===== config.mk =====
export PLATFORM = sky130hd
export DESIGN_NAME = main_fsm_flat
export DESIGN_NICKNAME = d
export VERILOG_FILES = /design/src/rtl/main_fsm_if.sv /design/src/rtl/main_fsm.sv /design/src/flat_wrapper.sv
export SDC_FILE = /design/constraint.sdc
export NUM_CORES = 1
export LEC_CHECK = 0
export BUFFER_PORTS_ARGS = -buffer_cell sky130_fd_sc_hd__clkbuf_2
export CAP_MARGIN = 40
export CORE_AREA = 3 3 40 42
export DETAILED_ROUTE_END_ITERATION = 7
export DIE_AREA = 0 0 43 45
export GPL_TIMING_DRIVEN = 1
export PLACE_DENSITY = 0.72
export SLEW_MARGIN = 20
export SYNTH_ARGS = -nofsm -noshare
export SYNTH_HDL_FRONTEND = slang
export SYNTH_SLANG_ARGS = --single-unit

===== constraint.sdc =====
create_clock -name clk -period 3.3 [get_ports clk]
set_input_delay 0.33 -clock clk [delete_from_list [all_inputs] [get_ports clk]]
set_output_delay 0.33 -clock clk [all_outputs]
set_load 0.02 [all_outputs]

===== src/rtl/main_fsm_if.sv =====
// Control bundle between the multicycle controller and its datapath.
// The datapath side drives op/zero/memready; the controller drives the select fields and the strobes.
interface main_fsm_if;
  logic [6:0] op;
  logic       zero;
  logic       memready;
  logic [1:0] ALUOp;
  logic [1:0] ALUSrcA;
  logic [1:0] ALUSrcB;
  logic [1:0] ResultSrc;
  logic       AdrSrc;
  logic       IRWrite;
  logic       PCWrite;
  logic       RegWrite;
  logic       MemWrite;
  logic       illegal;
  logic       retire;
  logic [3:0] dbg_state;

  // A strobe fires in every cycle in which it is high.
  // memready=1 means the memory access completes in that same cycle.
  // A stalled access repeats its state until memready is seen.
  modport master (
    output op, zero, memready,
    input  ALUOp, ALUSrcA, ALUSrcB, ResultSrc, AdrSrc,
    input  IRWrite, PCWrite, RegWrite, MemWrite, illegal, retire, dbg_state
  );

  modport slave (
    input  op, zero, memready,
    output ALUOp, ALUSrcA, ALUSrcB, ResultSrc, AdrSrc,
    output IRWrite, PCWrite, RegWrite, MemWrite, illegal, retire, dbg_state
  );
endinterface


===== src/rtl/main_fsm.sv =====
// Multicycle RISC-V style main controller: Moore FSM with select fields and write strobes.
// Unsupported opcodes park the controller in TRAP until reset.
module main_fsm (
  input  logic       clk,
  input  logic       reset,
  main_fsm_if.slave  bus
);
  typedef enum logic [3:0] {
    S_FETCH, S_DECODE, S_MEMADR, S_MEMREAD, S_MEMWB, S_MEMWRITE,
    S_EXECR, S_EXECI, S_ALUWB, S_JAL, S_BEQ, S_TRAP
  } state_t;

  localparam logic [6:0] OP_LW   = 7'b0000011;
  localparam logic [6:0] OP_SW   = 7'b0100011;
  localparam logic [6:0] OP_R    = 7'b0110011;
  localparam logic [6:0] OP_I    = 7'b0010011;
  localparam logic [6:0] OP_JAL  = 7'b1101111;
  localparam logic [6:0] OP_BEQ  = 7'b1100011;

  state_t state_q, state_d;

  always_comb begin
    state_d = state_q;
    case (state_q)
      S_FETCH:    if (bus.memready) state_d = S_DECODE;
      S_DECODE: begin
        case (bus.op)
          OP_LW, OP_SW: state_d = S_MEMADR;
          OP_R:         state_d = S_EXECR;
          OP_I:         state_d = S_EXECI;
          OP_JAL:       state_d = S_JAL;
          OP_BEQ:       state_d = S_BEQ;
          default:      state_d = S_TRAP;
        endcase
      end
      S_MEMADR:   state_d = (bus.op == OP_LW) ? S_MEMREAD : S_MEMWRITE;
      S_MEMREAD:  if (bus.memready) state_d = S_MEMWB;
      S_MEMWB:    state_d = S_FETCH;
      S_MEMWRITE: if (bus.memready) state_d = S_FETCH;
      S_EXECR:    state_d = S_ALUWB;
      S_EXECI:    state_d = S_ALUWB;
      S_ALUWB:    state_d = S_FETCH;
      S_JAL:      state_d = S_ALUWB;
      S_BEQ:      state_d = S_FETCH;
      S_TRAP:     state_d = S_TRAP;
      default:    state_d = S_FETCH;
    endcase
  end

  always_ff @(posedge clk or posedge reset) begin
    if (reset) state_q <= S_FETCH;
    else       state_q <= state_d;
  end

  logic [1:0] alu_op, src_a, src_b, res_src;
  logic       adr_src, ir_write, pc_update, branch, reg_write, mem_write, retire_p;

  always_comb begin
    alu_op    = 2'b00;
    src_a     = 2'b00;
    src_b     = 2'b00;
    res_src   = 2'b00;
    adr_src   = 1'b0;
    ir_write  = 1'b0;
    pc_update = 1'b0;
    branch    = 1'b0;
    reg_write = 1'b0;
    mem_write = 1'b0;
    retire_p  = 1'b0;
    case (state_q)
      S_FETCH: begin
        src_b     = 2'b10;
        res_src   = 2'b10;
        ir_write  = bus.memready;
        pc_update = bus.memready;
      end
      S_DECODE: begin
        src_a = 2'b01;
        src_b = 2'b01;
      end
      S_MEMADR: begin
        src_a = 2'b10;
        src_b = 2'b01;
      end
      S_MEMREAD:  adr_src = 1'b1;
      S_MEMWB: begin
        res_src   = 2'b01;
        reg_write = 1'b1;
        retire_p  = 1'b1;
      end
      // The store strobe stays up across the whole memory stall.
      S_MEMWRITE: begin
        adr_src   = 1'b1;
        mem_write = 1'b1;
        retire_p  = bus.memready;
      end
      S_EXECR: begin
        src_a  = 2'b10;
        alu_op = 2'b10;
      end
      S_EXECI: begin
        src_a  = 2'b10;
        src_b  = 2'b01;
        alu_op = 2'b10;
      end
      S_ALUWB: begin
        reg_write = 1'b1;
        retire_p  = 1'b1;
      end
      S_JAL: begin
        src_a     = 2'b01;
        src_b     = 2'b10;
        pc_update = 1'b1;
      end
      S_BEQ: begin
        src_a    = 2'b10;
        alu_op   = 2'b01;
        branch   = 1'b1;
        retire_p = 1'b1;
      end
      default: ;
    endcase
  end

  assign bus.ALUOp     = alu_op;
  assign bus.ALUSrcA   = src_a;
  assign bus.ALUSrcB   = src_b;
  assign bus.ResultSrc = res_src;
  assign bus.AdrSrc    = adr_src;
  // Strobes are masked by reset directly so they drop without waiting for a clock.
  assign bus.IRWrite   = ir_write  & ~reset;
  assign bus.PCWrite   = (pc_update | (branch & bus.zero)) & ~reset;
  assign bus.RegWrite  = reg_write & ~reset;
  assign bus.MemWrite  = mem_write & ~reset;
  assign bus.retire    = retire_p  & ~reset;
  assign bus.illegal   = (state_q == S_TRAP) & ~reset;
  assign bus.dbg_state = state_q;
endmodule


===== src/flat_wrapper.sv =====
// flat-port wrapper written by rule: the top's interface ports become plain ports
module main_fsm_flat 
  (clk, reset, bus_op, bus_zero, bus_memready, bus_ALUOp, bus_ALUSrcA, bus_ALUSrcB, bus_ResultSrc, bus_AdrSrc, bus_IRWrite, bus_PCWrite, bus_RegWrite, bus_MemWrite, bus_illegal, bus_retire, bus_dbg_state);
  main_fsm_if bus_i ();
  input  logic clk;
  input  logic reset;
  input wire logic [$bits(bus_i.op)-1:0] bus_op;
  input wire logic [$bits(bus_i.zero)-1:0] bus_zero;
  input wire logic [$bits(bus_i.memready)-1:0] bus_memready;
  output wire logic [$bits(bus_i.ALUOp)-1:0] bus_ALUOp;
  output wire logic [$bits(bus_i.ALUSrcA)-1:0] bus_ALUSrcA;
  output wire logic [$bits(bus_i.ALUSrcB)-1:0] bus_ALUSrcB;
  output wire logic [$bits(bus_i.ResultSrc)-1:0] bus_ResultSrc;
  output wire logic [$bits(bus_i.AdrSrc)-1:0] bus_AdrSrc;
  output wire logic [$bits(bus_i.IRWrite)-1:0] bus_IRWrite;
  output wire logic [$bits(bus_i.PCWrite)-1:0] bus_PCWrite;
  output wire logic [$bits(bus_i.RegWrite)-1:0] bus_RegWrite;
  output wire logic [$bits(bus_i.MemWrite)-1:0] bus_MemWrite;
  output wire logic [$bits(bus_i.illegal)-1:0] bus_illegal;
  output wire logic [$bits(bus_i.retire)-1:0] bus_retire;
  output wire logic [$bits(bus_i.dbg_state)-1:0] bus_dbg_state;
  assign bus_i.op = bus_op;
  assign bus_i.zero = bus_zero;
  assign bus_i.memready = bus_memready;
  assign bus_ALUOp = bus_i.ALUOp;
  assign bus_ALUSrcA = bus_i.ALUSrcA;
  assign bus_ALUSrcB = bus_i.ALUSrcB;
  assign bus_ResultSrc = bus_i.ResultSrc;
  assign bus_AdrSrc = bus_i.AdrSrc;
  assign bus_IRWrite = bus_i.IRWrite;
  assign bus_PCWrite = bus_i.PCWrite;
  assign bus_RegWrite = bus_i.RegWrite;
  assign bus_MemWrite = bus_i.MemWrite;
  assign bus_illegal = bus_i.illegal;
  assign bus_retire = bus_i.retire;
  assign bus_dbg_state = bus_i.dbg_state;
  main_fsm u_core (.clk(clk), .reset(reset), .bus(bus_i));
endmodule

* Yosys cells after proc, flatten, opt, wreduce, memory -nomap -nowiden *
Index checks and enable logic that the tools add are counted.

storage, ports and cells
  flip-flop bits (word level) = 4
  bits of input ports = 11
  output and inout bits = 19
  logic and storage cells = 59

operators by class
  equal/unequal tests = 20
  mux-type cells = 17
  bitwise operators = 9
  reduce and logical (&&, ||, !) cells = 12

operators by type and width
  operator            number
  $pmux 4 s7          1
  $pmux 4 s5          1
  $eq 4x3->1 const B  4
  $eq 4x4->1 const B  4
  $pmux 2 s2          4
  $eq 7x6->1 const B  2
  $eq 7x7->1 const B  2
  $mux 4              3
  $reduce_or 2->1     6
  $reduce_or 3->1     3
  $eq 4x2->1 const B  2
  $and 1x1->1         7
  $eq 7x2->1 const B  1
  $eq 7x5->1 const B  1
  $ne 2x2->1 const B  3
  $mux 1              5
  $eq 4x1->1 const B  1
  $logic_not 4->1     1
  $pmux 1 s2          2
  $reduce_or 4->1     1
  $mux 3              1
  $reduce_and 3->1    1
  $not 1->1           1
  $or 1x1->1          1

* Depth between registers and ports, before layout *
Gate-level depths: netlist (run 1).

  depth in word-level cells = 5
  depth in mapped cells = 5
  depth with buffers taken out = 4

* Worst setup path after synthesis (run 1) *
Ideal clock, no wire load.

  kind = reg2out
  from = register u_core.state_q[0] (netlist: u_core.bus.dbg_state[0])
  to = output bus_ResultSrc[1]
  data arrival time = 1.541 ns
  required time = 2.970 ns
  setup slack = 1.429 ns
  stages on the path, launching flop included = 4
  buffers on the path = 2
  cells stage by stage = dfrtp_1 -> clkbuf_1 -> buf_2 -> nor4_1

on the way
  cells in the longest elaborated chain, start to end = 2
  elaborated cells on any way between the ends = 3
  classes of those cells = eq/ne: 1; mux: 1; reduce/logical: 1

ends and longest elaborated chain
  what                                                  RTL line            text
  start, declared                                       main_fsm.sv:20      state_t state_q, state_d;
  start signal, assigned                                main_fsm.sv:52      else state_q <= state_d;
  $eq 4x3->1 / $logic_not 4->1 (equally long branches)  main_fsm.sv:70      case (state_q)
  $pmux 2 s2 (*)                                        main_fsm.sv:70
  end, declared                                         flat_wrapper.sv:13  output wire logic [$bits(bus_i.ResultSrc)-1:0] bus_ResultSrc;

Every way passes the cells marked *; elsewhere a longest branch is shown, timed or not.

* Worst setup path after layout (run 1) *
  from = register u_core.state_q[2] (netlist: u_core.bus.dbg_state[2])
  to = output bus_retire

on the way
  cells in the longest elaborated chain, start to end = 4
  elaborated cells on any way between the ends = 7
  classes of those cells = eq/ne: 4; mux: 1; bitwise: 1; reduce/logical: 1

ends and longest elaborated chain
  what                                             RTL line            text
  $eq 4x3->1 / $eq 4x4->1 (equally long branches)  main_fsm.sv:70
  $reduce_or 3->1 (no source line)                 --
  $pmux 1 s2 (*)                                   main_fsm.sv:70
  $and 1x1->1 (*)                                  main_fsm.sv:135     assign bus.retire = retire_p & ~reset;
  end, declared                                    flat_wrapper.sv:20  output wire logic [$bits(bus_i.retire)-1:0] bus_retire;

Marks and branches as above.

==> impl_metrics.yaml, run 1 <==
drt:
  drtAntennaViolNets: 0
  drc: 0
  vias: 629
  drt-initial-drc-count: 9
  highest_layer: "met3"
  wire_per_inst_um: 11.5
  wl_um: 1350
  vias_per_cell: 5.38
  wl_met1_um: 621
  drt-pass1-iter-count: 4
  wl_met2_um: 651
  wl_met3_um: 78
clocking:
  cts_tree: "done"
  htreeDepth: 1
  cts_root_buf: "clkbuf_4"
  cts_buffers: 3
  clock_latency_ns: 0.23
  cts_buffer_depth: 2
  ctsHoldBuffers: 0
  cts-resized-gates: 0
  clk_pin_slew_ns: 0.04
  post-cts-setup-buffers: 0
  clkSinkCount: 4
power:
  power_density_mw_per_mm2: 993
  p_clk_frac: 0.089
  power.total_mw: 0.669
  peakVddDrop_uv: 361
  comb_power_share: 0.678
  p_seq_frac: 0.233
  power_leakage_nw: 0.332
  switching_power_mw: 0.382
  p_int_mw: 0.286
  netSwitchingFraction: 0.572
timing:
  finalCriticalPeriod_ns: 2.03
  fin_worst_skew_ns: 0.00494
  rsz0062_at_grt: "no"
  relSlewSlack: 0.661
  clock.fmax_ghz: 0.492
  drv_slew: 0
  hold_viol: 0
  worstMarginPinSlew_ns: 0.509
  setup_tns_ns: 0
  setup_viol: 0
  finalCritPeriodShare: 0.615
  finalWorstSetupSlack_ns: 1.27
floorplanning:
  die_w_um: 43
  rows: 13
  coreArea_mm2: 0.00128
  die_h_um: 45
  io_pins: 30
  die_area_mm2: 0.00194
  start_util: 0.396
logic_synthesis:
  netlist_area_um2: 509
  synth_top_area_cell: "dfrtp_1"
  avgSynthCellArea_um2: 6.79
  synth_top_area_frac: 0.197
  synth.distinct_cells: 33
  synthCells: 75
  syn_nets: 86
  seq_area_frac_synth: 0.197
  synth_edf_count: 0
  synth_area_leaders: "dfrtp_1 (20%), nor3_1 (7.9%), nor2_1 (6.6%), nand2b_1 (4.9%), nor2b_1 (4.9%)"
  synthArstFlopShare: 1.00
  ys.flop_type: "dfrtp_1"
  ys_warn_count: 0
  ys_ff_latch: 4
global_routing:
  grt_pass1_wl_um: 2230
  antenna_found_initial: 0
  grt_pass1_vias: 539
  grt_max_degree: 20
  grt.overflow.total: 0
  grt_use_total: 0.151
placed_design:
  hpwl_um: 1070
  numPlacedInstances: 114
  gp_congestion: 0.822
  portBuffers: 29
  dp_worst_setup_slack_ns: 1.53
cells_and_area:
  largest_reg_flops: 4
  syn_to_final_growth_pct: 32.2
  finalNetCount: 115
  diodes: 0
  layout.cells.non_filler: 117
  layout-drive-gt1-share: 0.333
  fin_util: 0.524
critical_path:
  critPathKind: "reg2out"
  crit_required_ns: 2.97
  critPathLaunch: "u_core.bus.dbg_state[2]"
  cp.arrival_ns: 1.70
  startpoint_type: "register"
  reg2reg_from: "u_core.bus.dbg_state[2]"
  crit_fanout: 14
  end_kind: "output port"
job:
  cap_violations: 0
status:
  status: "finished, final reports clean"
worst_hold_path:
  hp-class: "in2async"
-- power by group through the flow --
stage	logic, mW	clock network (mW)	registers [mW]
final	0.453	0.0595	0.156
after floorplan	0.369	0	0.118
after detailed placement	0.457	0	0.154
after global placement	0.456	0	0.152
after CTS	0.458	0.0633	0.153
after global routing	0.503	0.0665	0.166
-- layer usage --
metal,vias up,GRT usage
met3,0,0.0398
met2,19,0.260
met1,284,0.189
li1,326,-
met4,0,0.0361
met5,-,0
-- worst max-delay path, stage by stage, from the launching register on --
cell and delay, ns:
dfrtp_1 0.57, or3b_1 0.41, a21oi_1 0.15, a31oi_1 0.05, nor2_1 0.11, clkbuf_2 0.18
-- cell type report --
class	count	area, µm²
Clock buffer	3	22.5
Timing Repair Buffer	29	145
Inverter	5	18.8
Tap cell	15	18.8
Multi-Input combinational cell	61	368
Fill cell	137	612
Sequential cell	4	100
-- layout by cell type, fill, tap and decap left out --
cell type / netlist / routed
a211oi_1: 1 / 1
a21boi_0: 1 / 1
a21o_1: 1 / 1
a21oi_1: 4 / 4
a221o_1: 1 / 1
a31oi_1: 2 / 2
and2_1: 1 / 1
and4_1: 1 / 1
clkbuf_2: 0 / 29
clkbuf_4: 0 / 3
dfrtp_1: 4 / 4
inv_1: 4 / 4
inv_2: 1 / 1
maj3_1: 1 / 1
mux2i_1: 1 / 1
nand2_1: 4 / 4
nand2b_1: 4 / 4
nand3_1: 2 / 2
nand3b_1: 1 / 1
nand4_1: 2 / 2
nor2_1: 9 / 9
nor2b_1: 4 / 4
nor3_1: 8 / 8
nor3b_1: 1 / 1
nor4_1: 2 / 2
o2111ai_1: 1 / 1
o21ai_1: 2 / 2
o31ai_1: 1 / 1
o41ai_2: 1 / 1
or2_1: 1 / 1
or3_1: 2 / 2
or3b_1: 1 / 1
xor2_1: 1 / 1
-- Yosys cell counts, types with 2 or more instances --
master	count
nor3_1	8
nor4_1	2
or3_1	2
clkbuf_1	2
nand2_1	4
a21oi_1	4
o21ai_1	2
nand2b_1	4
inv_1	4
nand4_1	2
buf_2	3
dfrtp_1	4
a31oi_1	2
nor2_1	9
nand3_1	2
nor2b_1	4
-- metrics by stage --
stage / cell area (µm²) / hold WS, ns
finish: 673 / 0.0295
global route: 673 / 0.0481
CTS: 673 / 0.0197
detailed placement: 651 / 0.272
global placement: 651 / 0.276
floorplan: 509 / 0.0961
-- kinds of logic (layout without fill, tap and decap cells) --
kind of cell | after synthesis | after routing | synth area share
AOI/OAI and AO/OA | 15 | 15 | 0.211
xor gates and xnor gates | 1 | 1 | 0.0172
adders and majority gates | 1 | 1 | 0.0197
buffers and inverters | 10 | 37 | 0.0811
DFF | 4 | 4 | 0.197
muxes | 1 | 1 | 0.0197
and+or+nand+nor | 43 | 43 | 0.455
-- worst paths after layout --
check / to / slack [ns] / depth (start not counted)
min in group clk: u_core.bus.dbg_state[1] / 0.33 / 2
min reg2reg: u_core.bus.dbg_state[3] / 0.84 / 1
max reg2reg: u_core.bus.dbg_state[0] / 1.93 / 4
min: u_core.bus.dbg_state[0] / 0.03 / 2
max: bus_retire / 1.27 / 5
max in group asynchronous: u_core.bus.dbg_state[3] / 3.11 / 2
No activity file was read; power rests on OpenSTA's default activity.
==> run 2: changes to the inputs <==
- ABC_AREA: not set -> 1
- PLACE_DENSITY: 0.72 -> 0.69
- clock period: 3.3 -> 2.09 ns (I/O delays scaled with it)
==> impl_metrics.yaml, run 2 <==
placed_design:
  gp_congestion: 0.829
  place_area_um2: 644
  numPlacedInstances: 133
  hpwl_um: 1160
  portBuffers: 29
  dp_worst_setup_slack_ns: 0.621
logic_synthesis:
  ys_ff_latch: 4
  synth_area_leaders: "dfrtp_1 (21%), nand2_1 (17%), inv_1 (16%), nor2_1 (13%), nand3_1 (7.3%)"
  synthCells: 89
  netlist_area_um2: 480
  synth_most_common_cell: "nand2_1"
  synth.distinct_cells: 18
  synth_edf_count: 0
  ys.flop_type: "dfrtp_1"
  ys_warn_count: 0
  synth_top_area_cell: "dfrtp_1"
  synthArstFlopShare: 1.00
  seq_area_frac_synth: 0.208
  synth_top_area_frac: 0.208
  avgSynthCellArea_um2: 5.40
  synth_commonest_cells: "nand2_1 (22), inv_1 (20), nor2_1 (17)"
  syn_nets: 100
timing:
  finalCritPeriodShare: 0.820
  relSlewSlack: 0.797
  setup_viol: 0
  hold_ws_ns: 0.274
  worstMarginPinSlew_ns: 0.304
  clock.fmax_ghz: 0.584
  rsz0062_at_grt: "no"
  hold_viol: 0
  fin_worst_skew_ns: 0.000524
  finalCriticalPeriod_ns: 1.71
  setup_tns_ns: 0
  finalWorstSetupSlack_ns: 0.377
  drv_slew: 0
critical_path:
  reg2reg_to: "u_core.bus.dbg_state[2]"
  crit_cells: 6
  path_common_cell: "inv_1"
  critPathKind: "reg2out"
  cp.arrival_ns: 1.50
  slowest_stage: "dfrtp_1"
  crit_buf_inv: 3
  reg2reg_from: "u_core.bus.dbg_state[2]"
  cp_top_family: "simple AND/OR/NAND/NOR gates"
  crit_fanout: 5
  rrSetupSlack_ns: 0.77
  cp-endpoint: "bus_ALUSrcB[0]"
  crit_required_ns: 1.88
  slowest_delay_ns: 0.41
  startpoint_type: "register"
  critPathLaunch: "u_core.bus.dbg_state[2]"
  rr_worst_depth: 7
  end_kind: "output port"
  crit_chain: "nor2_1 > inv_1 > nor2_2 > inv_1 > o211ai_1 > clkbuf_2"
floorplanning:
  die_h_um: 45
  io_pins: 30
  coreArea_mm2: 0.00128
  start_util: 0.374
  rows: 13
  die_area_mm2: 0.00194
  die_w_um: 43
cells_and_area:
  regArea_um2: 100
  diodes: 0
  layout.cells.non_filler: 137
  syn_to_final_growth_pct: 40.9
  largest_reg_flops: 4
  fin_util: 0.527
  multi_input_area_um2: 302
  fillers: 134
  finalNetCount: 135
  mostFrequentLayoutCells: "clkbuf_2 (29), nand2_1 (22), inv_1 (20), nor2_1 (17), nand3_1 (7)"
  fin_area_um2: 677
  layout_commonest_cell: "clkbuf_2"
  layout-drive-gt1-share: 0.311
power:
  p_int_mw: 0.383
  netSwitchingFraction: 0.579
  p_clk_frac: 0.102
  switching_power_mw: 0.527
  power.total_mw: 0.910
  power_leakage_nw: 0.417
  comb_power_share: 0.714
  power_density_mw_per_mm2: 1340
  p_seq_frac: 0.184
  peakVddDrop_uv: 442
drt:
  drc: 0
  highest_layer: "met3"
  wl_met3_um: 70
  wire_per_inst_um: 9.88
  vias_per_cell: 4.64
  drt-pass1-iter-count: 4
  drt-initial-drc-count: 10
  vias: 635
  drtAntennaViolNets: 0
  wl_met2_um: 648
  wl_met1_um: 634
  wl_um: 1350
global_routing:
  grt_pass1_vias: 546
  grt_max_degree: 9
  antenna_found_initial: 0
  grt.overflow.total: 0
  grt_use_total: 0.152
  grt_pass1_wl_um: 2220
clocking:
  htreeDepth: 1
  clock_latency_ns: 0.23
  cts_buffer_depth: 2
  clkSinkCount: 4
  cts-resized-gates: 0
  cts_tree: "done"
  clk_pin_slew_ns: 0.04
  cts_root_buf: "clkbuf_4"
  cts_buffers: 3
status:
  status: "finished, final reports clean"
job:
  cap_violations: 0
worst_hold_path:
  hp-class: "in2reg"
  hold_start: "bus_memready"
## run 2: cell count changes in the layout (fill, tap and decap cells not counted), moves of 4 or more
cell | before | now
inv_1 | 4 | 20
nand2_1 | 4 | 22
nand2b_1 | 4 | 0
nand3_1 | 2 | 7
nor2_1 | 9 | 17
nor2b_1 | 4 | 0
nor3_1 | 8 | 2
## run 2: repair_timing
item / CTS / global route
hold buffers: 1 / 0
buffers inserted: 0 / 0
hold endpoints to repair: 4 / 0
endpoints found under the setup margin: 0 / 0
## run 2: final cells by class
type,instances,area share
multi-input combinational,64,0.445
timing repair buffer,30,0.229
tap,15,0.0277
clock buffer,3,0.0333
inverter,21,0.116
sequential,4,0.148
## run 2: worst min path at each step
stage | depth (start not counted) | endpoint
floorplan | 1 | u_core.bus.dbg_state[0]
global route | 2 | u_core.bus.dbg_state[2]
global placement | 2 | u_core.bus.dbg_state[2]
CTS | 2 | u_core.bus.dbg_state[2]
finish | 2 | u_core.bus.dbg_state[2]
detailed placement | 2 | u_core.bus.dbg_state[0]
## run 2: cells by family after synthesis
| kind of cell | count (synthesis) | synth area share |
|---|---|---|
| compound gates | 11 | 0.154 |
| simple gates | 53 | 0.474 |
| buf+inv | 21 | 0.164 |
| flops | 4 | 0.208 |
## run 2: power groups by stage
stage                     logic (mW)  clock network, mW  registers (mW)
after CTS                      0.656             0.0974           0.166
after detailed placement       0.653                  0           0.167
after global routing           0.714              0.108           0.174
after floorplan                0.423                  0           0.194
after global placement         0.648                  0           0.167
final                          0.650             0.0925           0.167
## run 2: routing by layer
layer | vias to the layer above | global-route usage
met2 | 19 | 0.257
met1 | 273 | 0.180
li1 | 343 | -
met3 | 0 | 0.0398
met5 | - | 0
met4 | 0 | 0.0723
